File: src/rtl/sysid_checker_pkg.sv
// ---------------------------------------------------------------------------
// sysid_checker_pkg
// Shared types and constants for the boot-time system-ID checker.
//   CheckerState  : sequencer states (IDLE .. DONE)
//   FC_*          : result codes reported on fail_code
//   RETRY_W       : width of the full-sequence retry counter
//   counterWidth(): bit width needed for a watchdog that counts to a limit
// ---------------------------------------------------------------------------
package sysid_checker_pkg;

    typedef enum logic [2:0] {
        IDLE,
        ID_REQ,
        ID_WAIT,
        TS_REQ,
        TS_WAIT,
        CHECK,
        DONE
    } CheckerState;

    localparam logic [1:0] FC_OK      = 2'd0;
    localparam logic [1:0] FC_ID      = 2'd1;
    localparam logic [1:0] FC_TS      = 2'd2;
    localparam logic [1:0] FC_TIMEOUT = 2'd3;

    // Retry limit can be as large as 15, so four bits always suffice.
    localparam int RETRY_W = 4;

    // Smallest width that can hold the value timeoutCycles itself, because
    // the watchdog compares against the limit rather than limit-1.
    function automatic int counterWidth(input int timeoutCycles);
        return (timeoutCycles < 2) ? 1 : $clog2(timeoutCycles + 1);
    endfunction

endpackage

File: src/rtl/sysid_watchdog.sv
// ---------------------------------------------------------------------------
// sysid_watchdog
// Per-read timeout counter. Counts up while enabled, stops at the limit and
// flags expiry. A clear takes priority over counting so the sequencer can
// restart the window on the same edge it enters a new request.
//   clock, reset : system clock, asynchronous active-high reset
//   i_clear      : synchronous return to zero
//   i_enable     : count this cycle
//   o_expired    : count has reached TIMEOUT_CYCLES
// ---------------------------------------------------------------------------
module sysid_watchdog
    import sysid_checker_pkg::*;
#(
    parameter int TIMEOUT_CYCLES = 255
) (
    input  logic clock,
    input  logic reset,
    input  logic i_clear,
    input  logic i_enable,
    output logic o_expired
);

    localparam int                 COUNT_W = counterWidth(TIMEOUT_CYCLES);
    localparam logic [COUNT_W-1:0] LIMIT   = COUNT_W'(TIMEOUT_CYCLES);

    logic [COUNT_W-1:0] r_count;
    logic               w_atLimit;

    assign w_atLimit = (r_count == LIMIT);
    assign o_expired = w_atLimit;

    // Saturating counter: holding at the limit keeps the expired flag stable
    // and prevents a wrap back to zero if the sequencer lingers.
    always_ff @(posedge clock or posedge reset) begin
        if (reset) begin
            r_count <= '0;
        end else if (i_clear) begin
            r_count <= '0;
        end else if (i_enable && !w_atLimit) begin
            r_count <= r_count + COUNT_W'(1);
        end
    end

endmodule

File: config.mk
export PLATFORM = sky130hd
export DESIGN_NAME = sysid_watchdog
export DESIGN_NICKNAME = d
export VERILOG_FILES = /design/src/rtl/sysid_checker_pkg.sv /design/src/rtl/sysid_watchdog.sv
export SDC_FILE = /design/constraint.sdc
export NUM_CORES = 1
export LEC_CHECK = 0
export BUFFER_PORTS_ARGS = -buffer_cell sky130_fd_sc_hd__clkbuf_2
export CORE_AREA = 2 2 39 41
export DETAILED_ROUTE_END_ITERATION = 8
export DIE_AREA = 0 0 41 43
export REMOVE_ABC_BUFFERS = 1
export SLEW_MARGIN = 20
export SYNTH_ARGS = -nofsm -noshare
export SYNTH_HDL_FRONTEND = slang
export SYNTH_SLANG_ARGS = --single-unit
File: constraint.sdc
create_clock -name clock -period 1.65 [get_ports clock]
set_clock_uncertainty 0.15 [all_clocks]
set_input_delay 0.33 -clock clock [delete_from_list [all_inputs] [get_ports clock]]
set_output_delay 0.33 -clock clock [all_outputs]
set_load 0.01 [all_outputs]
==> impl_metrics.yaml <==
detailed_routing:
  drtAntennaViolNets: 0
  num_vias: 447
  drt_iter0_drc: 7
  drc: 0
  postRouteWirelength_um: 1140
  detail_route.vias_per_cell: 5.66
  wl_per_cell_um: 14.4
  drt_pre_antenna_iters: 4
yosys:
  yosys_warnings: 0
  syn-instance-count: 48
  syn_area_per_cell_um2: 10.2
  yosysTopAreaCellShare_pct: 40.7
  synth_seq_cells: 8
  synth.largest_area_cell: "dfrtp_1"
  post_synth_instance_area_um2: 492
  yosysSeqAreaShare_pct: 40.7
  cell_variety_after_synth: 26
  ys_top_cells_by_area: "dfrtp_1, mux2_4, nor2b_1"
cts:
  tritoncts.num_buffers: 3
  clock-sinks: 8
  cts_root_buf: "clkbuf_4"
  clock_latency_ps: 260
  clock_tree_from_tritoncts: "yes"
  clkTransAtPathRegs_ps: 60
  clock_path_buffers: 2
  h-tree-depth: 1
die:
  io_pins: 5
  die-height_um: 43
  effective_utilization_at_floorplan_pct: 35.5
  floorplan.rows: 14
  core_region_area_um2: 1380
  die-width_um: 41
  die_area_um2: 1760
global_route:
  grt_start_max_net_pins: 12
  antenna_found_initial: 0
  groute.usage.overall_pct: 16.4
  grt.overflow.total: 0
  first_global_vias: 432
  grt_first_pass_wirelength_um: 1900
finish:
  post_route_cells_drive_above_1_share_pct: 39.7
  largestRegisters: "r_count (8)"
  diodes: 0
  largest_register_ff_count: 8
  largest-register: "r_count"
  final_area_um2: 643
  fin_nets: 70
  flow.area_growth_from_synthesis_pct: 30.8
sta:
  timing_worst_slew_pin_value_ps: 323
  timing.fmax_mhz: 571
  post-route-period-util_pct: 106
  final_period_minus_worst_setup_slack_ps: 1750
  setup_viol: 1
  report.final.slew_viol_count: 0
  fin_worst_hold_slack_ps: 237
  final_critical_path_setup_slack_ps: -102
  rsz_0062_raised_after_global_routing: "yes"
  worst_case_headroom_to_the_max_slew_limit_pct: 78.5
  final_hold_viol_count: 0
placement:
  gp_congestion: 0.735
  detailedPlacementHpwl_um: 726
  place.port_buffers: 4
  placed_area_um2: 556
power:
  max-vdd-ir-drop_v: 0.000214
  internal_power_uw: 313
  clock_power_share_pct: 38.2
  p_leak_uw: 0.000294
  power-per-cell-area_nw_per_um2: 647
  net-switching-power_uw: 103
  power.share.sequential_pct: 49.0
  swShare_pct: 24.8
  power.share.combinational_pct: 12.8
worst_setup_path:
  crit_arrival_ps: 1270
  worstSetupEndpointType: "output pin"
  crit_fanout: 2
  start_kind: "register"
  reg2regPathDepth: 5
  worst-endpoint-required_ps: 1170
  crit_type: "reg2out"
outcome:
  violations: "negative setup slack"
  run_status: "finished with violations"
hold_path:
  min_delay_path_depth: 2
  worstHoldPathType: "in2reg"
job:
  drv_cap: 0
per-stage QoR:
stage / setup slack [ps] / instances / total power (µW) / utilization [%] / TNS (ps)
2_1_floorplan: -32.7 / 45 / 229 / - / -32.7
3_3_place_gp: 35.9 / 72 / 252 / 40.1 / 0
3_5_place_dp: 14.3 / 72 / 253 / 40.1 / 0
4_1_cts: -100 / 77 / 416 / 44.4 / -100
5_1_grt: -141 / 79 / 441 / 46.5 / -167
6_report: -102 / 79 / 416 / 46.5 / -102
final timing paths:
| check | startpoint | endpoint | slack, ps |
|---|---|---|---|
| max | r_count[0] | o_expired | -100 |
| max in group asynchronous | reset | r_count[1] | 710 |
| max reg2reg | r_count[0] | r_count[0] | 20 |
| min in group asynchronous | reset | r_count[4] | 390 |
| min | i_clear | r_count[6] | 240 |
| min reg2reg | r_count[5] | r_count[5] | 420 |
worst max-delay path, stage by stage (launching register included):
cell and delay (ps):
dfrtp_1 380, ha_2 190, and3_4 180, and2_4 150, buf_6 110
cells by family (layout without fill, tap and decap cells):
family          Yosys count  count (layout)  share of synthesized area [%]
fa+ha+maj                 1               1                           2.54
simple gates             21              21                           24.9
flops                     8               8                           40.7
mux                       3               3                           8.14
buf+inv                   4              19                           6.61
compound gates           11              11                           17.0
cells in the mapped netlist (all sizes together):
| master | number |
|---|---|
| nand4 | 2 |
| buf | 2 |
| nand2b | 2 |
| a21oi | 3 |
| nor3b | 2 |
| inv | 1 |
| nor2b | 3 |
| a311oi | 1 |
| mux2 | 2 |
| a41oi | 2 |
| nand2 | 1 |
| nor2 | 3 |
| nand3 | 2 |
| mux2i | 1 |
| and2 | 1 |
| ha | 1 |
| and4 | 1 |
| dfrtp | 8 |
| a31oi | 2 |
| dlymetal6s2s | 1 |
| nor3 | 2 |
| a211oi | 2 |
| and3 | 2 |
| a21boi | 1 |
layout make-up:
| cell class | instances | area [µm²] |
|---|---|---|
| Timing Repair Buffer | 15 | 111 |
| Clock buffer | 3 | 22.5 |
| Sequential cell | 8 | 200 |
| Tap cell | 16 | 20.0 |
| Inverter | 1 | 3.75 |
| Multi-Input combinational cell | 36 | 285 |
| Fill cell | 133 | 741 |
routing by layer:
layer  track usage, %  up-vias  share of wire (%)
met5                0        -                  0
met4             12.0        0                3.0
met3             3.14        4                3.8
met2             23.1       10                 47
met1             21.2      222                 46
li1                 -      211                  -
cells in the final DEF (no fill, tap or decap):
cell	count
a211oi_1	2
a21boi_4	1
a21oi_1	2
a21oi_4	1
a311oi_1	1
a31oi_1	2
a41oi_1	2
and2_4	1
and3_1	1
and3_4	1
and4_4	1
buf_4	10
buf_6	1
clkbuf_2	3
clkbuf_4	3
dfrtp_1	8
dlygate4sd3_1	1
ha_2	1
inv_1	1
mux2_4	2
mux2i_1	1
nand2_1	1
nand2b_1	2
nand3_1	2
nand4_1	2
nor2_1	3
nor2b_1	3
nor3_1	2
nor3b_1	2
power groups by stage:
stage | logic (µW) | clock network [µW] | registers (µW)
floorplan | 20.2 | 0 | 209
global placement | 45.0 | 0 | 207
detailed placement | 45.6 | 0 | 207
CTS | 49.4 | 163 | 204
global route | 59.2 | 177 | 204
finish | 53.2 | 159 | 204
what timing repair did:
action,in CTS,in global routing
hold buffers,1,0
pin swaps,1,3
setup endpoints to repair,1,4
gates resized for setup,7,3
buffers inserted,1,2
endpoints found under the hold margin,8,0
Note: power is estimated with default switching activity, not from simulation.
